==> config.mk <==
export PLATFORM = sky130hd
export DESIGN_NAME = rf_2p_fifo_ctrl
export DESIGN_NICKNAME = d
export VERILOG_FILES = /design/src/rtl/rf_2p_pkg.sv /design/src/rtl/rf_2p_fifo_outbuf.sv /design/src/rtl/rf_2p_fifo_ctrl.sv
export SDC_FILE = /design/constraint.sdc
export NUM_CORES = 1
export LEC_CHECK = 0
export BUFFER_PORTS_ARGS = -buffer_cell sky130_fd_sc_hd__buf_2
export CORE_UTILIZATION = 35
export CTS_CLUSTER_SIZE = 25
export DETAILED_ROUTE_END_ITERATION = 8
export MAX_ROUTING_LAYER = met4
export PLACE_DENSITY = 0.59
export SYNTH_ARGS = -nofsm -noshare
export SYNTH_HDL_FRONTEND = slang
export SYNTH_SLANG_ARGS = --single-unit
==> constraint.sdc <==
create_clock -name clk -period 7.8 [get_ports clk]
set_input_delay 0 -clock clk [delete_from_list [all_inputs] [get_ports clk]]
set_output_delay 0 -clock clk [all_outputs]
set_load 0.005 [all_outputs]
==> src/rtl/rf_2p_pkg.sv <==
// Shared constants for controllers driving the 1024x8 two-port register file macro.
package rf_2p_pkg;

    localparam int unsigned RF_AW    = 10;
    localparam int unsigned RF_DW    = 8;
    localparam int unsigned RF_DEPTH = 1024;

    localparam logic [2:0] RF_EMA_DEFAULT = 3'b010;

endpackage : rf_2p_pkg

==> src/rtl/rf_2p_fifo_outbuf.sv <==
// Two-entry output buffer (out + skid) that absorbs the macro's one-cycle read
// latency so the read stream can stay show-ahead under arbitrary backpressure.
module rf_2p_fifo_outbuf
    import rf_2p_pkg::*;
#(
    parameter int unsigned DW = RF_DW
) (
    input  logic          clk,
    input  logic          rst_n,
    input  logic          flush,
    input  logic          in_valid,
    input  logic [DW-1:0] in_data,
    input  logic          pop,
    output logic          out_valid,
    output logic [DW-1:0] out_data,
    output logic [1:0]    occ
);

    logic          out_v_q;
    logic          out_v_d;
    logic [DW-1:0] out_d_q;
    logic [DW-1:0] out_d_d;
    logic          skid_v_q;
    logic          skid_v_d;
    logic [DW-1:0] skid_d_q;
    logic [DW-1:0] skid_d_d;

    // Next-state: pop promotes skid into out, then returning data fills the first free slot.
    always_comb begin
        out_v_d  = out_v_q;
        out_d_d  = out_d_q;
        skid_v_d = skid_v_q;
        skid_d_d = skid_d_q;
        if (flush) begin
            out_v_d  = 1'b0;
            skid_v_d = 1'b0;
        end else begin
            if (pop) begin
                out_v_d  = skid_v_q;
                out_d_d  = skid_d_q;
                skid_v_d = 1'b0;
            end
            if (in_valid) begin
                if (!out_v_d) begin
                    out_v_d = 1'b1;
                    out_d_d = in_data;
                end else begin
                    skid_v_d = 1'b1;
                    skid_d_d = in_data;
                end
            end
        end
    end

    // Buffer registers; out data resets to zero so rd_data is defined during reset.
    always_ff @(posedge clk or negedge rst_n) begin
        if (!rst_n) begin
            out_v_q  <= 1'b0;
            out_d_q  <= '0;
            skid_v_q <= 1'b0;
            skid_d_q <= '0;
        end else begin
            out_v_q  <= out_v_d;
            out_d_q  <= out_d_d;
            skid_v_q <= skid_v_d;
            skid_d_q <= skid_d_d;
        end
    end

    // Status outputs seen by the read port and the issue logic.
    always_comb begin
        out_valid = out_v_q;
        out_data  = out_d_q;
        occ       = {1'b0, out_v_q} + {1'b0, skid_v_q};
    end

endmodule : rf_2p_fifo_outbuf

==> src/rtl/rf_2p_fifo_ctrl.sv <==
// Show-ahead FIFO controller for the two-port register file macro: port A reads,
// port B writes, and a 2-entry output buffer hides the one-cycle read latency.
module rf_2p_fifo_ctrl
    import rf_2p_pkg::*;
#(
    parameter int unsigned AW    = RF_AW,
    parameter int unsigned DW    = RF_DW,
    parameter logic [2:0]  EMA_A = RF_EMA_DEFAULT,
    parameter logic [2:0]  EMA_B = RF_EMA_DEFAULT
) (
    input  logic          clk,
    input  logic          rst_n,
    input  logic          flush,
    input  logic          wr_valid,
    output logic          wr_ready,
    input  logic [DW-1:0] wr_data,
    output logic          rd_valid,
    input  logic          rd_ready,
    output logic [DW-1:0] rd_data,
    output logic [AW:0]   count,
    output logic          rf_cena,
    output logic [AW-1:0] rf_aa,
    input  logic [DW-1:0] rf_qa,
    output logic          rf_cenb,
    output logic [AW-1:0] rf_ab,
    output logic [DW-1:0] rf_db,
    output logic [2:0]    rf_emaa,
    output logic [2:0]    rf_emab,
    output logic          rf_ret1n,
    output logic          rf_colldisn
);

    localparam int unsigned CW    = AW + 1;
    localparam logic [AW:0] DEPTH = {1'b1, {AW{1'b0}}};

    logic          init_done_q;
    logic          init_done_d;
    logic [AW-1:0] wr_ptr_q;
    logic [AW-1:0] wr_ptr_d;
    logic [AW-1:0] rd_ptr_q;
    logic [AW-1:0] rd_ptr_d;
    logic [AW:0]   ram_cnt_q;
    logic [AW:0]   ram_cnt_d;
    logic [AW:0]   count_q;
    logic [AW:0]   count_d;
    logic          inflight_q;
    logic          inflight_d;

    logic          push;
    logic          pop;
    logic          issue;
    logic [1:0]    buf_occ;
    logic          ob_valid;
    logic [DW-1:0] ob_data;
    logic [1:0]    ob_occ;

    // Handshake and issue decode; wr_ready depends only on registered state and flush.
    always_comb begin
        wr_ready = init_done_q && !flush && (ram_cnt_q < DEPTH);
        push     = wr_valid && wr_ready;
        pop      = ob_valid && rd_ready && !flush;
        buf_occ  = {1'b0, inflight_q} + ob_occ;
        // A full buffer may still issue when a pop frees the slot the returning word will need.
        issue    = !flush && (ram_cnt_q != '0) &&
                   ((buf_occ < 2'd2) || ((buf_occ == 2'd2) && pop));
    end

    // Pointer and counter next-state; flush overrides every other update.
    always_comb begin
        init_done_d = 1'b1;
        wr_ptr_d    = wr_ptr_q;
        rd_ptr_d    = rd_ptr_q;
        ram_cnt_d   = ram_cnt_q;
        count_d     = count_q;
        inflight_d  = 1'b0;
        if (flush) begin
            wr_ptr_d  = '0;
            rd_ptr_d  = '0;
            ram_cnt_d = '0;
            count_d   = '0;
        end else begin
            if (push) begin
                wr_ptr_d = wr_ptr_q + AW'(1);
            end
            if (issue) begin
                rd_ptr_d = rd_ptr_q + AW'(1);
            end
            ram_cnt_d  = ram_cnt_q + CW'(push) - CW'(issue);
            count_d    = count_q + CW'(push) - CW'(pop);
            inflight_d = issue;
        end
    end

    // Control state registers.
    always_ff @(posedge clk or negedge rst_n) begin
        if (!rst_n) begin
            init_done_q <= 1'b0;
            wr_ptr_q    <= '0;
            rd_ptr_q    <= '0;
            ram_cnt_q   <= '0;
            count_q     <= '0;
            inflight_q  <= 1'b0;
        end else begin
            init_done_q <= init_done_d;
            wr_ptr_q    <= wr_ptr_d;
            rd_ptr_q    <= rd_ptr_d;
            ram_cnt_q   <= ram_cnt_d;
            count_q     <= count_d;
            inflight_q  <= inflight_d;
        end
    end

    rf_2p_fifo_outbuf #(
        .DW (DW)
    ) u_outbuf (
        .clk       (clk),
        .rst_n     (rst_n),
        .flush     (flush),
        .in_valid  (inflight_q && !flush),
        .in_data   (rf_qa),
        .pop       (pop),
        .out_valid (ob_valid),
        .out_data  (ob_data),
        .occ       (ob_occ)
    );

    // Macro pins and stream outputs; static macro controls are tied off here.
    always_comb begin
        rf_cena     = !issue;
        rf_aa       = rd_ptr_q;
        rf_cenb     = !push;
        rf_ab       = wr_ptr_q;
        rf_db       = wr_data;
        rf_emaa     = EMA_A;
        rf_emab     = EMA_B;
        rf_ret1n    = 1'b1;
        rf_colldisn = 1'b1;
        rd_valid    = ob_valid;
        rd_data     = ob_data;
        count       = count_q;
    end

endmodule : rf_2p_fifo_ctrl

==> results of run 1 <==
==> placed cells by master, fill, tap and decap left out, drive strengths merged, types with 2 or more instances in the layout <==
master	Yosys	final
o21ai	12	12
mux2	10	10
mux2i	10	10
clkbuf	5	9
inv	31	32
a21o	5	5
nor3b	2	2
buf	21	57
nand3	10	10
a21oi	12	12
o221ai	2	2
ha	28	28
nand2	22	22
fa	3	3
nor3	4	4
dlygate4sd3	0	10
clkinv	0	5
nor2	42	42
o21a	3	3
nand4	5	5
a31oi	2	2
xor2	20	20
and3	6	6
xnor2	9	9
conb	2	9
dfrtp	62	62
and4	2	2
o21bai	4	4
a211oi	3	3
or2	2	2
nor2b	14	14
a221oi	3	3
or3	3	3
==> flip-flops by register name, summed over array words and instances (netlist names) <==
register and cells:
ram_cnt_q 11, rf_ab 10, rf_aa 10, u_outbuf.out_data 8, u_outbuf.skid_v_q 1, u_outbuf.out_valid 1, init_done_q 1, u_outbuf.skid_d_q 8
count 11, inflight_q 1
==> routing by layer <==
| metal | wire [um] | vias up |
|---|---|---|
| met3 | 209 | 9 |
| met5 | 0 | - |
| met1 | 3600 | 1304 |
| met2 | 3360 | 49 |
| li1 | - | 1358 |
| met4 | 82 | 0 |
==> worst min-delay path by stage <==
stage                     depth (start not counted)       end
after floorplan                                   0  count[0]
after global placement                            0  rf_db[4]
after detailed placement                          0  rf_db[4]
after CTS                                         0  rf_db[4]
after global routing                              0  rf_db[7]
final                                             0  rf_db[0]
==> report_power, final <==
group | switching, mW | internal [mW]
clock network | 0.135 | 0.115
logic | 0.409 | 0.361
registers | 0.0647 | 0.415
==> logic make-up after synthesis <==
family,after synthesis,synth area share (%)
adder cells (fa/ha/maj),31,11.0
flip-flops,62,41.6
multiplexers,20,5.70
XOR/XNOR,29,6.81
other,2,0.201
buffers and inverters,57,7.89
AND/OR/NAND/NOR,119,16.5
AO/OA/AOI/OAI,53,10.3
==> area by class of cell <==
| class | instances | share of cell area, % |
|---|---|---|
| clock buffers | 9 | 2.87 |
| clock inverters | 7 | 1.13 |
| inverters | 31 | 2.70 |
| multi-input cells | 261 | 44.3 |
| flip-flops and latches | 62 | 36.0 |
| well taps | 136 | 3.95 |
| repair buffers | 67 | 9.06 |
==> what timing repair did <==
action | 4_1_cts | 5_1_grt
endpoints found under the hold margin | 79 | 0
hold buffers | 10 | 0
setup buffers | 0 | 0
==> metrics by stage <==
stage / instance area (um2) / setup slack [ns] / hold slack (ns)
finish: 4310 / 3.91 / 0.00000225
global route: 4310 / 3.70 / 0.00000981
CTS: 4310 / 3.92 / 0.0000381
detailed placement: 4040 / 3.94 / 0.0000381
global placement: 4040 / 4.09 / 0.0000381
floorplan: 3750 / 4.37 / -0.296
==> worst max-delay path, stage by stage (launching register included) <==
cell	delay, ns
sky130_fd_sc_hd__dfrtp_1	0.45
sky130_fd_sc_hd__fa_1	0.50
sky130_fd_sc_hd__nand4bb_1	0.22
sky130_fd_sc_hd__a32oi_2	0.52
sky130_fd_sc_hd__nor2b_1	0.27
sky130_fd_sc_hd__ha_1	0.25
sky130_fd_sc_hd__inv_1	0.05
sky130_fd_sc_hd__ha_1	0.15
sky130_fd_sc_hd__inv_1	0.06
sky130_fd_sc_hd__fa_1	0.37
sky130_fd_sc_hd__nor2b_1	0.23
sky130_fd_sc_hd__o221ai_2	0.15
sky130_fd_sc_hd__a211oi_1	0.35
sky130_fd_sc_hd__o31ai_1	0.12
sky130_fd_sc_hd__o41ai_1	0.07
==> out/metrics.yaml, run 1 <==
post_synth_most_frequent_cells: "sky130_fd_sc_hd__dfrtp_1, sky130_fd_sc_hd__nor2_1, sky130_fd_sc_hd__inv_1"
synth_top_cell_area_share_pct: 41.6
wl_per_cell_um: 12.6
antenna_found_initial: 0
iteration_0_drc_markers: 117
drv_cap: 0
buffer_ports.inserted: 55
report.final.setup_viol: 0
finish.utilization_pct: 41.8
synthDominantAreaCellType: "sky130_fd_sc_hd__dfrtp_1"
fillerInstances: 1013
cts.htree.levels: 3
timing.final.crit_share_pct: 49.8
ff_latch_area_um2: 1550
ys_seq_area_share_pct: 41.6
cts_resized: 0
viasPerCell: 4.75
dr_total_vias: 2720
globalRoute.totalOverflow: 0
gp_routability_congestion: 0.812
startpoint: "u_outbuf.out_valid"
tightest_slew_ns: 0.889
design.die.area_um2: 11100
status: "finished clean"
route.final.wire_length_um: 7250
gr-max-usage-layer: "met2"
cts.reportedPaths.clkPinSlew_ns: 0.08
powerDensity_nw_per_um2: 348
timing.critical_path.to: "ram_cnt_q[10]"
global_route_wire_length_before_repair_um: 12100
global_route.usage.met2_pct: 22.7
num_antenna_cells: 0
start_kind: "flip-flop"
worst-path-max-fanout: 12
via_count_of_the_first_global_routing_pass: 2608
slew_headroom_pct: 40.5
drc_errors: 0
multi_input_area_um2: 1910
launch_instance_of_the_worst_register_to_register_path: "u_outbuf.out_valid"
min_path_type: "in2out"
drive_above_1_share_pct: 20.8
cts.sink_count: 62
timing.final.hold_violations: 0
ys_async_sr_fraction_pct: 100
synth_ff_type: "sky130_fd_sc_hd__dfrtp_1"
final_period_minus_worst_setup_slack_ns: 3.89
timing.critical_path.arrival_ns: 4.11
global_route.usage.met1_pct: 18.0
final-instance-count-excl-fill: 573
design.final.nets: 484
synth-seq-cells: 62
setup_tns_ns: 0
post_synth_main_area_contributors: "sky130_fd_sc_hd__dfrtp_1, sky130_fd_sc_hd__ha_1, sky130_fd_sc_hd__xor2_1"
clock-root-buffer: "sky130_fd_sc_hd__clkbuf_8"
end_kind: "flip-flop"
r2r.worst_path.cells: 14
core-area_um2: 10300
syn_area_um2: 3730
post-dp-hpwl_um: 5000
power_mw: 1.50
drt_first_pass_iters: 4
cts_inserted_buffers: 9
finClkSkew_ns: 0.0139
chipWidth_um: 105
num_io_pins: 80
overall_fraction_of_global_route_tracks_in_use_pct: 14.2
detail-route-antenna-nets: 0
dieHeight_um: 105
cts_tree: "done"
clkLatencyLatePin_ns: 0.34
yosys.cell_count.top_type: "sky130_fd_sc_hd__dfrtp_1"
max_clock_freq_mhz: 257
unrepaired_setup_endpoints_after_global_routing: "no"
worstPathRequired_ns: 8.03
setup.reg_to_reg.worst_slack_ns: 3.91
peakVddDrop_v: 0.000127
worst_hold_startpoint: "wr_data[0]"
syn_to_final_growth_pct: 15.6
r2r_end: "ram_cnt_q[10]"
initial_utilization_pct: 36.1
finalMaxSlewViolations: 0
grt_start_max_net_pins: 63
syn-instance-count: 373
post-place-cells: 547
fp-row-count: 37
synth_edf_count: 0
p_leak_nw: 2.19
criticalPathCategory: "reg2reg"
netlist-cell-type-count: 55
grtUsageMet3_pct: 2.23
synth.avg_cell_area_um2: 10.0
ys_warn_count: 0
clk_path_buf_depth: 2
(Power assumes the default switching activity.)
==> run 2, diff against run 1 <==
clock period = 3.95 ns   (was 7.8 ns; I/O delays follow)
==> run 2 against run 1 <==
  * Worst hold slack is the same
  * Largest cell class unchanged
  * Final cell count up 0.52%
  * Wire length up 0.33%
  * Largest power group unchanged
==> out/metrics.yaml, run 2 (same netlist as run 1, synthesis figures left out) <==
status: "finished clean"
holdPathEnd: "rf_db[0]"
clock-root-buffer: "sky130_fd_sc_hd__clkbuf_8"
timing.critical_path.arrival_ns: 3.66
initial_utilization_pct: 36.1
launch_instance_of_the_worst_register_to_register_path: "u_outbuf.out_valid"
clk_path_buf_depth: 2
placed_area_um2: 4060
grt_start_max_net_pins: 63
syn_to_final_growth_pct: 17.2
overall_fraction_of_global_route_tracks_in_use_pct: 14.7
num_io_pins: 80
final_common_cell: "sky130_fd_sc_hd__dfrtp_1"
drive_above_1_share_pct: 21.4
antenna_found_initial: 0
viasPerCell: 4.74
worst-path-max-fanout: 6
fp-row-count: 37
start_kind: "flip-flop"
tightest_slew_ns: 0.834
cts.sink_count: 62
post-dp-hpwl_um: 5170
dieHeight_um: 105
met1_length_um: 3510
met3RoutedLength_um: 259
detail-route-antenna-nets: 0
setup_tns_ns: 0
via_count_of_the_first_global_routing_pass: 2703
drv_cap: 0
cts_tree: "done"
slew_headroom_pct: 44.2
min_path_type: "in2out"
r2r.worst_path.cells: 14
timing.final.hold_violations: 0
cts_resized: 0
core-area_um2: 10300
top_layer_used: "met4"
criticalPathCategory: "reg2reg"
iteration_0_drc_markers: 85
design.die.area_um2: 11100
chipWidth_um: 105
wl_met2_um: 3410
peakVddDrop_v: 0.000258
max_clock_freq_mhz: 291
final_period_minus_worst_setup_slack_ns: 3.44
gp_routability_congestion: 0.770
design.final.nets: 487
num_antenna_cells: 0
global_route_wire_length_before_repair_um: 12500
drc_errors: 0
report.final.setup_viol: 0
cts.htree.levels: 3
p_leak_nw: 2.23
wl_per_cell_um: 12.6
timing.final.crit_share_pct: 87.0
dr_total_vias: 2733
cts_inserted_buffers: 9
most-common-layout-cells: "sky130_fd_sc_hd__dfrtp_1, sky130_fd_sc_hd__buf_2, sky130_fd_sc_hd__nor2_1, sky130_fd_sc_hd__inv_1, sky130_fd_sc_hd__ha_1"
setup.reg_to_reg.worst_slack_ns: 0.51
route.final.wire_length_um: 7270
powerDensity_nw_per_um2: 699
r2r_end: "ram_cnt_q[8]"
clkLatencyLatePin_ns: 0.34
number_of_cells_on_the_worst_hold_path: 0
cts.reportedPaths.clkPinSlew_ns: 0.07
fillerInstances: 1016
finalMaxSlewViolations: 0
unrepaired_setup_endpoints_after_global_routing: "no"
final_area_um2: 4370
drt_first_pass_iters: 4
globalRoute.totalOverflow: 0
finClkSkew_ns: 0.0119
worstPathRequired_ns: 4.17
end_kind: "flip-flop"
buffer_ports.inserted: 55
worst_hold_startpoint: "wr_data[0]"
[run 2: layout make-up]
| class | count | area (um2) | area share (%) |
|---|---|---|---|
| repair buffers | 70 | 413 | 9.45 |
| inverters | 31 | 116 | 2.66 |
| multi-input cells | 261 | 1910 | 43.7 |
| clock inverters | 5 | 57.6 | 1.32 |
| well taps | 136 | 170 | 3.89 |
| clock buffers | 11 | 151 | 3.47 |
| flip-flops and latches | 62 | 1550 | 35.5 |
[run 2: how the worst max path moves through the flow]
stage	startpoint	end	slack [ns]
global placement	u_outbuf.out_valid	ram_cnt_q[8]	0.61
global route	u_outbuf.out_valid	ram_cnt_q[8]	0.18
finish	u_outbuf.out_valid	ram_cnt_q[8]	0.51
floorplan	u_outbuf.out_valid	ram_cnt_q[8]	0.52
CTS	u_outbuf.out_valid	ram_cnt_q[8]	0.50
detailed placement	u_outbuf.out_valid	ram_cnt_q[8]	0.51
[run 2: per-stage QoR]
stage / cells / setup slack, ns / total power [mW] / hold WS (ns) / utilization [%]
after global routing: 576 / 0.184 / 3.36 / 0.00000981 / 42.3
after global placement: 550 / 0.608 / 2.45 / 0.0000381 / 39.3
after detailed placement: 550 / 0.514 / 2.48 / 0.0000381 / 39.3
after CTS: 576 / 0.500 / 3.10 / 0.0000381 / 42.3
after floorplan: 380 / 0.525 / 2.14 / -0.296 / -
final: 576 / 0.512 / 3.05 / 0.00000225 / 42.3
[run 2: where the power goes]
part	switching, mW	internal [mW]
clock	0.265	0.326
sequential	0.121	0.819
combinational	0.803	0.720
total	1.19	1.87
[run 2: per-layer routing]
| layer | track usage (%) | vias up |
|---|---|---|
| met5 | - | - |
| met4 | 4.93 | 0 |
| met3 | 3.77 | 9 |
| met2 | 23.6 | 46 |
| met1 | 17.9 | 1317 |
| li1 | - | 1361 |
[run 2: critical path, stage by stage, from the launching register on]
cell	delay, ns
sky130_fd_sc_hd__dfrtp_1	0.44
sky130_fd_sc_hd__fa_1	0.48
sky130_fd_sc_hd__nand4bb_1	0.21
sky130_fd_sc_hd__a32oi_2	0.18
sky130_fd_sc_hd__nor2b_1	0.22
sky130_fd_sc_hd__ha_1	0.25
sky130_fd_sc_hd__inv_1	0.06
sky130_fd_sc_hd__ha_1	0.15
sky130_fd_sc_hd__inv_1	0.05
sky130_fd_sc_hd__fa_1	0.37
sky130_fd_sc_hd__nor2b_1	0.24
sky130_fd_sc_hd__o221ai_2	0.15
sky130_fd_sc_hd__nand2_1	0.14
sky130_fd_sc_hd__a221oi_2	0.07
sky130_fd_sc_hd__mux2_1	0.31
[run 2: repair_timing]
| item | CTS | global route |
|---|---|---|
| hold buffers | 10 | 0 |
| buffers inserted | 0 | 0 |
| hold endpoints to repair | 79 | 0 |
